**src/rtl/coin_return_dispenser_if.sv**
```systemverilog
// Coin return dispenser bus: refund requests, vend pulse, inventory load,
// hopper handshake and status outputs.
interface coin_return_dispenser_if;
  logic [2:0]  return_coin;
  logic        product;
  logic        load_en;
  logic [7:0]  load_ones;
  logic [7:0]  load_twos;
  logic        eject_done;
  logic        clear_fault;
  logic        eject_one;
  logic        eject_two;
  logic        vend_motor;
  logic        busy;
  logic        fifo_full;
  logic        overflow;
  logic        short_change;
  logic        fault;
  logic [7:0]  ones_left;
  logic [7:0]  twos_left;
  logic [15:0] refund_total;

  modport master (
    output return_coin, product, load_en, load_ones, load_twos,
    output eject_done, clear_fault,
    input  eject_one, eject_two, vend_motor, busy, fifo_full,
    input  overflow, short_change, fault, ones_left, twos_left,
    input  refund_total
  );

  modport slave (
    input  return_coin, product, load_en, load_ones, load_twos,
    input  eject_done, clear_fault,
    output eject_one, eject_two, vend_motor, busy, fifo_full,
    output overflow, short_change, fault, ones_left, twos_left,
    output refund_total
  );
endinterface

```
**src/rtl/coin_return_dispenser.sv**
```systemverilog
// Coin return dispenser: refund FIFO, hopper eject FSM and vend motor timer.
// Optional refund statistics counter enabled by DISPENSER_STATS_EN.
module coin_return_dispenser #(
  parameter int FIFO_DEPTH    = 4,
  parameter int EJECT_TIMEOUT = 15,
  parameter int VEND_CYCLES   = 8
) (
  input logic clk,
  input logic reset,
  coin_return_dispenser_if.slave bus
);
  localparam int AW = $clog2(FIFO_DEPTH);
  localparam int CW = AW + 1;
  localparam int TW = $clog2(EJECT_TIMEOUT + 1);
  localparam int VW = $clog2(VEND_CYCLES + 1);

  typedef enum logic [2:0] {
    S_IDLE,
    S_LOAD,
    S_SELECT,
    S_WAIT2,
    S_WAIT1,
    S_FAULT
  } state_t;

  state_t r_state, w_next;

  logic [2:0]    r_mem [FIFO_DEPTH];
  logic [AW-1:0] r_rd, r_wr;
  logic [CW-1:0] r_cnt;
  logic [2:0]    r_rem, w_rem_nxt;
  logic [TW-1:0] r_tmo, w_tmo_nxt;
  logic [7:0]    r_ones, r_twos;
  logic [VW-1:0] r_vend;
  logic          r_ovf, r_short, r_fault;

  logic w_req, w_full, w_empty, w_push, w_pop;
  logic w_zero, w_can2, w_can1, w_none;
  logic w_ej1, w_ej2, w_dec1, w_dec2;
  logic w_set_short, w_set_fault, w_clr_fault;

  assign w_req   = |bus.return_coin;
  assign w_full  = r_cnt == CW'(FIFO_DEPTH);
  assign w_empty = r_cnt == '0;
  assign w_push  = w_req && !w_full;
  assign w_pop   = r_state == S_LOAD;

  always_ff @(posedge clk) begin
    if (w_push) r_mem[r_wr] <= bus.return_coin;
  end

  always_ff @(posedge clk or posedge reset) begin
    if (reset) begin
      r_rd  <= '0;
      r_wr  <= '0;
      r_cnt <= '0;
    end else begin
      if (w_push) r_wr <= r_wr + AW'(1);
      if (w_pop)  r_rd <= r_rd + AW'(1);
      unique case ({w_push, w_pop})
        2'b10:   r_cnt <= r_cnt + CW'(1);
        2'b01:   r_cnt <= r_cnt - CW'(1);
        default: r_cnt <= r_cnt;
      endcase
    end
  end

  // Mutually exclusive SELECT outcomes, in priority order
  assign w_zero = r_rem == 3'd0;
  assign w_can2 = !w_zero && r_rem >= 3'd2 && r_twos != 8'd0;
  assign w_can1 = !w_zero && !w_can2 && r_ones != 8'd0;
  assign w_none = !w_zero && !w_can2 && !w_can1;

  always_comb begin
    w_next      = r_state;
    w_rem_nxt   = r_rem;
    w_tmo_nxt   = r_tmo;
    w_ej1       = 1'b0;
    w_ej2       = 1'b0;
    w_dec1      = 1'b0;
    w_dec2      = 1'b0;
    w_set_short = 1'b0;
    w_set_fault = 1'b0;
    w_clr_fault = 1'b0;
    unique case (r_state)
      S_IDLE: begin
        if (!w_empty || w_push) w_next = S_LOAD;
      end
      S_LOAD: begin
        w_rem_nxt = r_mem[r_rd];
        w_next    = S_SELECT;
      end
      S_SELECT: begin
        w_tmo_nxt = '0;
        unique case (1'b1)
          w_zero: w_next = S_IDLE;
          w_can2: begin
            w_ej2  = 1'b1;
            w_next = S_WAIT2;
          end
          w_can1: begin
            w_ej1  = 1'b1;
            w_next = S_WAIT1;
          end
          w_none: begin
            w_set_short = 1'b1;
            w_rem_nxt   = 3'd0;
            w_next      = S_IDLE;
          end
          default: w_next = S_IDLE;
        endcase
      end
      S_WAIT2, S_WAIT1: begin
        if (bus.eject_done) begin
          w_dec2    = r_state == S_WAIT2;
          w_dec1    = r_state == S_WAIT1;
          w_rem_nxt = r_rem - (w_dec2 ? 3'd2 : 3'd1);
          w_next    = S_SELECT;
        end else if (r_tmo == TW'(EJECT_TIMEOUT - 1)) begin
          w_set_fault = 1'b1;
          w_next      = S_FAULT;
        end else begin
          w_tmo_nxt = r_tmo + TW'(1);
        end
      end
      S_FAULT: begin
        if (bus.clear_fault) begin
          w_clr_fault = 1'b1;
          w_rem_nxt   = 3'd0;
          w_next      = S_IDLE;
        end
      end
      default: w_next = S_IDLE;
    endcase
  end

  always_ff @(posedge clk or posedge reset) begin
    if (reset) begin
      r_state <= S_IDLE;
      r_rem   <= '0;
      r_tmo   <= '0;
      r_ovf   <= 1'b0;
      r_short <= 1'b0;
      r_fault <= 1'b0;
    end else begin
      r_state <= w_next;
      r_rem   <= w_rem_nxt;
      r_tmo   <= w_tmo_nxt;
      r_ovf   <= r_ovf | (w_req && w_full);
      r_short <= r_short | w_set_short;
      if (w_set_fault)      r_fault <= 1'b1;
      else if (w_clr_fault) r_fault <= 1'b0;
    end
  end

  // A load strobe overrides any coincident decrement
  always_ff @(posedge clk or posedge reset) begin
    if (reset) begin
      r_ones <= '0;
      r_twos <= '0;
    end else if (bus.load_en) begin
      r_ones <= bus.load_ones;
      r_twos <= bus.load_twos;
    end else begin
      if (w_dec1 && r_ones != 8'd0) r_ones <= r_ones - 8'd1;
      if (w_dec2 && r_twos != 8'd0) r_twos <= r_twos - 8'd1;
    end
  end

  always_ff @(posedge clk or posedge reset) begin
    if (reset) begin
      r_vend <= '0;
    end else if (bus.product) begin
      r_vend <= VW'(VEND_CYCLES);
    end else if (r_vend != '0) begin
      r_vend <= r_vend - VW'(1);
    end
  end

`ifdef DISPENSER_STATS_EN
  logic [15:0] r_total;
  logic [16:0] w_sum;

  assign w_sum = {1'b0, r_total}
               + (w_dec2 ? 17'd2 : (w_dec1 ? 17'd1 : 17'd0));

  always_ff @(posedge clk or posedge reset) begin
    if (reset) r_total <= '0;
    else       r_total <= w_sum[16] ? 16'hFFFF : w_sum[15:0];
  end

  assign bus.refund_total = r_total;
`else
  assign bus.refund_total = '0;
`endif

  assign bus.eject_one    = w_ej1;
  assign bus.eject_two    = w_ej2;
  assign bus.vend_motor   = r_vend != '0;
  assign bus.busy         = (r_state != S_IDLE) || !w_empty;
  assign bus.fifo_full    = w_full;
  assign bus.overflow     = r_ovf;
  assign bus.short_change = r_short;
  assign bus.fault        = r_fault;
  assign bus.ones_left    = r_ones;
  assign bus.twos_left    = r_twos;
endmodule

```
**src/flat_wrapper.sv**
```systemverilog
// flat-port wrapper written by rule: the top's interface ports become plain ports
module coin_return_dispenser_flat 
#(
  parameter int FIFO_DEPTH    = 4,
  parameter int EJECT_TIMEOUT = 15,
  parameter int VEND_CYCLES   = 8
)
  (clk, reset, bus_return_coin, bus_product, bus_load_en, bus_load_ones, bus_load_twos, bus_eject_done, bus_clear_fault, bus_eject_one, bus_eject_two, bus_vend_motor, bus_busy, bus_fifo_full, bus_overflow, bus_short_change, bus_fault, bus_ones_left, bus_twos_left, bus_refund_total);
  coin_return_dispenser_if bus_i ();
  input logic clk;
  input logic reset;
  input wire logic [$bits(bus_i.return_coin)-1:0] bus_return_coin;
  input wire logic [$bits(bus_i.product)-1:0] bus_product;
  input wire logic [$bits(bus_i.load_en)-1:0] bus_load_en;
  input wire logic [$bits(bus_i.load_ones)-1:0] bus_load_ones;
  input wire logic [$bits(bus_i.load_twos)-1:0] bus_load_twos;
  input wire logic [$bits(bus_i.eject_done)-1:0] bus_eject_done;
  input wire logic [$bits(bus_i.clear_fault)-1:0] bus_clear_fault;
  output wire logic [$bits(bus_i.eject_one)-1:0] bus_eject_one;
  output wire logic [$bits(bus_i.eject_two)-1:0] bus_eject_two;
  output wire logic [$bits(bus_i.vend_motor)-1:0] bus_vend_motor;
  output wire logic [$bits(bus_i.busy)-1:0] bus_busy;
  output wire logic [$bits(bus_i.fifo_full)-1:0] bus_fifo_full;
  output wire logic [$bits(bus_i.overflow)-1:0] bus_overflow;
  output wire logic [$bits(bus_i.short_change)-1:0] bus_short_change;
  output wire logic [$bits(bus_i.fault)-1:0] bus_fault;
  output wire logic [$bits(bus_i.ones_left)-1:0] bus_ones_left;
  output wire logic [$bits(bus_i.twos_left)-1:0] bus_twos_left;
  output wire logic [$bits(bus_i.refund_total)-1:0] bus_refund_total;
  assign bus_i.return_coin = bus_return_coin;
  assign bus_i.product = bus_product;
  assign bus_i.load_en = bus_load_en;
  assign bus_i.load_ones = bus_load_ones;
  assign bus_i.load_twos = bus_load_twos;
  assign bus_i.eject_done = bus_eject_done;
  assign bus_i.clear_fault = bus_clear_fault;
  assign bus_eject_one = bus_i.eject_one;
  assign bus_eject_two = bus_i.eject_two;
  assign bus_vend_motor = bus_i.vend_motor;
  assign bus_busy = bus_i.busy;
  assign bus_fifo_full = bus_i.fifo_full;
  assign bus_overflow = bus_i.overflow;
  assign bus_short_change = bus_i.short_change;
  assign bus_fault = bus_i.fault;
  assign bus_ones_left = bus_i.ones_left;
  assign bus_twos_left = bus_i.twos_left;
  assign bus_refund_total = bus_i.refund_total;
  coin_return_dispenser #(.FIFO_DEPTH(FIFO_DEPTH), .EJECT_TIMEOUT(EJECT_TIMEOUT), .VEND_CYCLES(VEND_CYCLES)) u_core (.clk(clk), .reset(reset), .bus(bus_i));
endmodule
```
**config.mk**
```make
export PLATFORM = sky130hd
export DESIGN_NAME = coin_return_dispenser_flat
export DESIGN_NICKNAME = d
export VERILOG_FILES = /design/src/rtl/coin_return_dispenser_if.sv /design/src/rtl/coin_return_dispenser.sv /design/src/flat_wrapper.sv
export SDC_FILE = /design/constraint.sdc
export NUM_CORES = 1
export LEC_CHECK = 0
export BUFFER_PORTS_ARGS = -buffer_cell sky130_fd_sc_hd__buf_2
export CORE_UTILIZATION = 40
export CTS_BUF_LIST = sky130_fd_sc_hd__clkbuf_16
export CTS_CLUSTER_DIAMETER = 150
export DETAILED_ROUTE_END_ITERATION = 16
export SYNTH_ARGS = -nofsm -noshare
export SYNTH_HDL_FRONTEND = slang
export SYNTH_SLANG_ARGS = --single-unit
```
**constraint.sdc**
```tcl
create_clock -name clk -period 2.5 [get_ports clk]
set_input_delay 0.5 -clock clk [delete_from_list [all_inputs] [get_ports clk]]
set_output_delay 0.5 -clock clk [all_outputs]
set_load 0.05 [all_outputs]
```
After elaboration in Yosys (flattened, before gate mapping):

Memories as Yosys holds them, arrays and structs flattened.
Cells that the tools add are included.

* output and inout port bits: 40
* memories: 1
* input bits: 25
* logic and storage cells: 115
* ROM bits: 0
* bits in writable memories: 12
* bits in registers: 40
* bits in latches: 0

* reductions and logical operators: 35
* $add $sub $neg: 9
* multiplexer cells: 39
* shifts and indexed selects: 0
* magnitude comparators: 1
* multiply operators: 0
* divide/modulo/power cells: 0
* equality and inequality tests: 16
* bitwise operators: 2

Memory list
* u_core.r_mem: depth 4, bits a word 3, read ports 1, clocked after memory_dff 0, write ports 1, line coin_return_dispenser.sv:28 `logic [2:0] r_mem [FIFO_DEPTH];`

Operators by type and width (number)
* $mux 8: 4
* $mux 1: 19
* $mux 3: 6
* $mux 4: 4
* $reduce_bool 8->1: 2
* $sub 8x1->8 const B: 2
* $pmux 3 s5: 1
* $pmux 3 s2: 2
* $pmux 3 s4: 1
* $reduce_bool 2->1: 6
* $eq 3x3->1 const B: 3
* $logic_and 1x1->1: 9
* $logic_not 3->1: 3
* $ne 2x2->1 const B: 4
* $pmux 4 s2: 1
* $reduce_bool 4->1: 2
* $eq 3x2->1 const B: 2
* $reduce_and 3->1: 2
* $logic_not 1->1: 5
* $add 2x1->2 const B: 2
* $add 4x1->4 const B: 1
* $eq 4x4->1 const B: 1
* $ne 2x1->1 const B: 2
* $reduce_and 4->1: 1
* other kinds (15): 17

Logic depth before layout (Yosys ltp):

* word-level depth: 12
* mapped depth: 10
* mapped depth without buffers: 10

Worst setup path after synthesis:

No wires, ideal clock.

* kind: register to output
* start: reg u_core.r_twos[0] (netlist: u_core.bus.twos_left[0])
* end: out bus_eject_two
* setup slack: -0.360 ns
* required time: 2.000 ns
* cell stages (with the launch flop): 5
* data arrival time: 2.360 ns
* buffers on the path: 0
* path through: dfrtp_1 > inv_1 > ha_1 > and3_1 > nor3_1

* cells in the longest elaborated chain, start to end: 4

RTL lines
* from (decl): line coin_return_dispenser.sv:33 `logic [7:0] r_ones, r_twos;`
* from (signal assigned): line coin_return_dispenser.sv:163 `r_twos <= bus.load_twos;`
* from (signal assigned): line coin_return_dispenser.sv:166 `if (w_dec2 && r_twos != 8'd0) r_twos <= r_twos - 8'd1;`
* $reduce_bool 8->1: line coin_return_dispenser.sv:70 `assign w_can2 = !w_zero && r_rem >= 3'd2 && r_twos != 8'd0;`
* $logic_and 1x1->1: line coin_return_dispenser.sv:70
* $mux 1: line coin_return_dispenser.sv:95 `unique case (1'b1)`
* $mux 1: line coin_return_dispenser.sv:85 `unique case (r_state)`
* to (decl): line flat_wrapper.sv:20 `output wire logic [$bits(bus_i.eject_two)-1:0] bus_eject_two;`

Every way passes these cells.

Final worst setup path:

* start: reg u_core.r_ones[0] (netlist: u_core.bus.ones_left[0])
* end: out bus_eject_one

* cells in the longest elaborated chain, start to end: 4

RTL lines
* from (decl): line coin_return_dispenser.sv:33
* from (signal assigned): line coin_return_dispenser.sv:162 `r_ones <= bus.load_ones;`
* from (signal assigned): line coin_return_dispenser.sv:165 `if (w_dec1 && r_ones != 8'd0) r_ones <= r_ones - 8'd1;`
* $reduce_bool 8->1: line coin_return_dispenser.sv:71 `assign w_can1 = !w_zero && !w_can2 && r_ones != 8'd0;`
* $logic_and 1x1->1: line coin_return_dispenser.sv:71
* $mux 1: line coin_return_dispenser.sv:95
* $mux 1: line coin_return_dispenser.sv:85
* to (decl): line flat_wrapper.sv:19 `output wire logic [$bits(bus_i.eject_one)-1:0] bus_eject_one;`

Every way passes these cells.

==> out/qor.yml <==
setup_path:
  cp-end-kind: "output pin"
  cpPeakStageDelay_ps: 410
  worstPathArrival_ps: 1900
  reg2reg_depth: 8
  cp_slowest_cell: "or3_4"
  critPathRequiredTime_ps: 2000
  critical_path_class: "flop to output pin"
  timing.critical_path.cells: "inv_1, ha_1, nor4b_4, and2_1, or3_4, nor2_4, buf_6"
  start_kind: "flop"
  worst-path-max-fanout: 4
yosys:
  ys_top_cells_by_area: "dfrtp_1 33%, edfxtp_1 12%, ha_1 5.4%, buf_4 4.0%, xnor2_1 3.8%"
  async_flop_share: 0.769
  synth_top_cell_by_area: "dfrtp_1"
  synth_edf_count: 12
  synth_cells: 299
  ys_ff_latch: 52
  avgSynthCellArea_sq_um: 10.1
  yosysUniqueCellTypes: 53
  yosysWarningCount: 0
  synth_area_sq_um: 3030
  ys.flop_type: "dfrtp_1"
  synth_top_area_frac: 0.330
  ys_seq_area_frac: 0.449
power:
  switching_power_mw: 1.50
  comb_power_share: 0.430
  pwr-share-seq: 0.369
  power_mw: 3.74
  leakagePower_nw: 1.60
  internal_power_mw: 2.24
  pwr_density_cell_nw_per_um2: 1060
  peakVddDrop_v: 0.000515
  p_sw_frac: 0.400
  p_clk_frac: 0.202
die:
  num_rows: 31
  die_w_um: 89.0
  die_area_sq_um: 7920
  ios: 65
  floorplan.initialDensity: 0.415
  core_area_sq_um: 7290
  die_y_um: 89.0
global_route:
  top_usage_layer: "met2"
  grt_overflow: 0
  grtUsageTotal: 0.161
  grt_max_degree: 32
  antenna_found_initial: 0
  use_met3: 0.0314
  met2_usage: 0.276
  grt_pass1_wl_mm: 9.85
  first_global_vias: 2157
  met1_usage: 0.205
finish:
  fill_cells: 738
  drive_above_1_share: 0.229
  area_delta_synth_final_pct: 15.9
  nNetsFinal: 392
  num_antenna_cells: 0
sta:
  max_freq_ghz: 0.416
  finalCriticalPeriod_ps: 2400
  worst_hold_slack_ps: 65.2
  worst_slack_ps: 97.0
  skew_ps: 3.31
  setup_viol_count_final: 0
  post-route-period-util: 0.961
  finalHoldViolCount: 0
  slew_violations: 0
  tightest_slew_ps: 512
  rsz0062_at_grt: "no"
  setup_tns_ps: 0
  slew_headroom: 0.657
route:
  wirelength_mm: 5.72
  firstDrtPassIters: 4
  vias: 2216
  avgRoutedWirePerCell_um: 12.7
  drc: 0
  via_per_inst: 4.90
  initialDrtViolationCount: 76
  ant_nets: 0
place:
  gp_congestion: 0.796
  dpl_worst_slack_ps: 182
  io_buffers: 48
  dp_hpwl_mm: 4.44
outcome:
  status: "finished clean"
clocking:
  cts_num_sinks: 52
  path_clk_slew_ps: 60
  cts_tree: "built"
  cts-htree-levels: 2
  clock_path_buffers: 2
  clk_latency_ps: 290
  cts_inserted_buffers: 5
  cts-root-buf: "clkbuf_16"
min_path:
  hold_class: "input port to asynchronous set/reset pin"
job:
  cap_viol_max_count: 0
## Yosys cell counts, types with 8 or more instances
cell       n
xor2_1     8
xnor2_1   13
nor3_1    10
nor2_1    22
inv_1     25
buf_4     16
ha_1      13
o21ai_0   15
nand2_1   29
edfxtp_1  12
dfrtp_1   40
## critical path, delay by kind of cell, from the launching register on
kind	cells	cell delay [ps]
buf+inv	2	230
simple gates	4	820
flops	1	370
fa+ha+maj	1	200
## cell type report
cell class	instances	area, sq um	area share
Sequential cell	52	1360	0.388
Clock buffer	5	125	0.0356
Inverter	25	93.8	0.0267
Multi-Input combinational cell	213	1470	0.418
Clock inverter	3	38.8	0.0110
Timing Repair Buffer	55	299	0.0851
Tap cell	99	124	0.0353
## power groups by stage
stage	combinational [mW]	clock (mW)	sequential, mW
3_5_place_dp	1.61	0	1.39
3_3_place_gp	1.58	0	1.39
4_1_cts	1.62	0.779	1.38
6_report	1.61	0.754	1.38
5_1_grt	1.81	0.815	1.42
2_1_floorplan	1.22	0	1.44
## metal layers
metal	up-vias	wire length (um)
li1	1097	-
met1	1052	2610
met2	57	2710
met3	10	279
met4	0	115
met5	-	0
## kinds of logic after synthesis
kind of cell               count (synthesis)  synth area share
and+or+nand+nor                          100             0.176
DFF                                       52             0.449
buffers and inverters                     49            0.0900
AOI/OAI and AO/OA                         48            0.0983
xor gates and xnor gates                  21            0.0607
adders and majority gates                 15            0.0669
muxes                                     13            0.0578
other                                      1           0.00124
## stage by stage
stage	util	instances	instance area, sq um
final	0.482	452	3510
after global routing	0.482	452	3510
after CTS	0.478	450	3490
after detailed placement	0.456	442	3320
after global placement	0.456	442	3320
after floorplan	-	314	3100
## state kept, by name, indices dropped and copies added (netlist names)
register / flops
u_core.r_rem: 3
u_core.bus.overflow: 1
u_core.r_wr: 2
u_core.r_mem: 12
u_core.bus.fault: 1
u_core.r_cnt: 3
u_core.bus.short_change: 1
u_core.bus.twos_left: 8
u_core.r_state: 3
u_core.r_tmo: 4
u_core.bus.ones_left: 8
u_core.r_rd: 2
u_core.r_vend: 4
## cells in the final DEF, fill, tap and decap left out, types with 5 or more instances in the layout
cell type,n
xor2_1,8
buf_4,7
nor3_1,9
ha_1,13
nand3_1,7
conb_1,16
xnor2_1,13
edfxtp_1,12
o21ai_0,15
dfrtp_1,39
and2_1,5
nor2_1,21
buf_2,47
o21ai_1,6
nand2_1,29
clkbuf_16,5
inv_1,26
a21oi_1,7
## what timing repair did
action,CTS,global route
endpoints found under the setup margin,1,1
pin swaps,0,0
hold buffers,0,0
resized for setup,1,2
buffers inserted,0,2
## final timing paths
kind / start / end / slack, ps
max reg2reg: u_core.r_state[0]$_DFFE_PP0P_ / u_core.r_cnt[2]$_DFFE_PP0P_ / 370
max in group asynchronous: reset / u_core.r_vend[0]$_DFFE_PP0P_ / 1970
min in group clk: bus_load_twos[5] / u_core.bus.twos_left[5]$_DFFE_PP0P_ / 410
min: reset / u_core.bus.ones_left[0]$_DFFE_PP0P_ / 70
max: u_core.bus.ones_left[0]$_DFFE_PP0P_ / bus_eject_one / 100
min reg2reg: u_core.bus.short_change$_DFF_PP0_ / u_core.bus.short_change$_DFF_PP0_ / 460
Power figures use the tool's default switching activity.
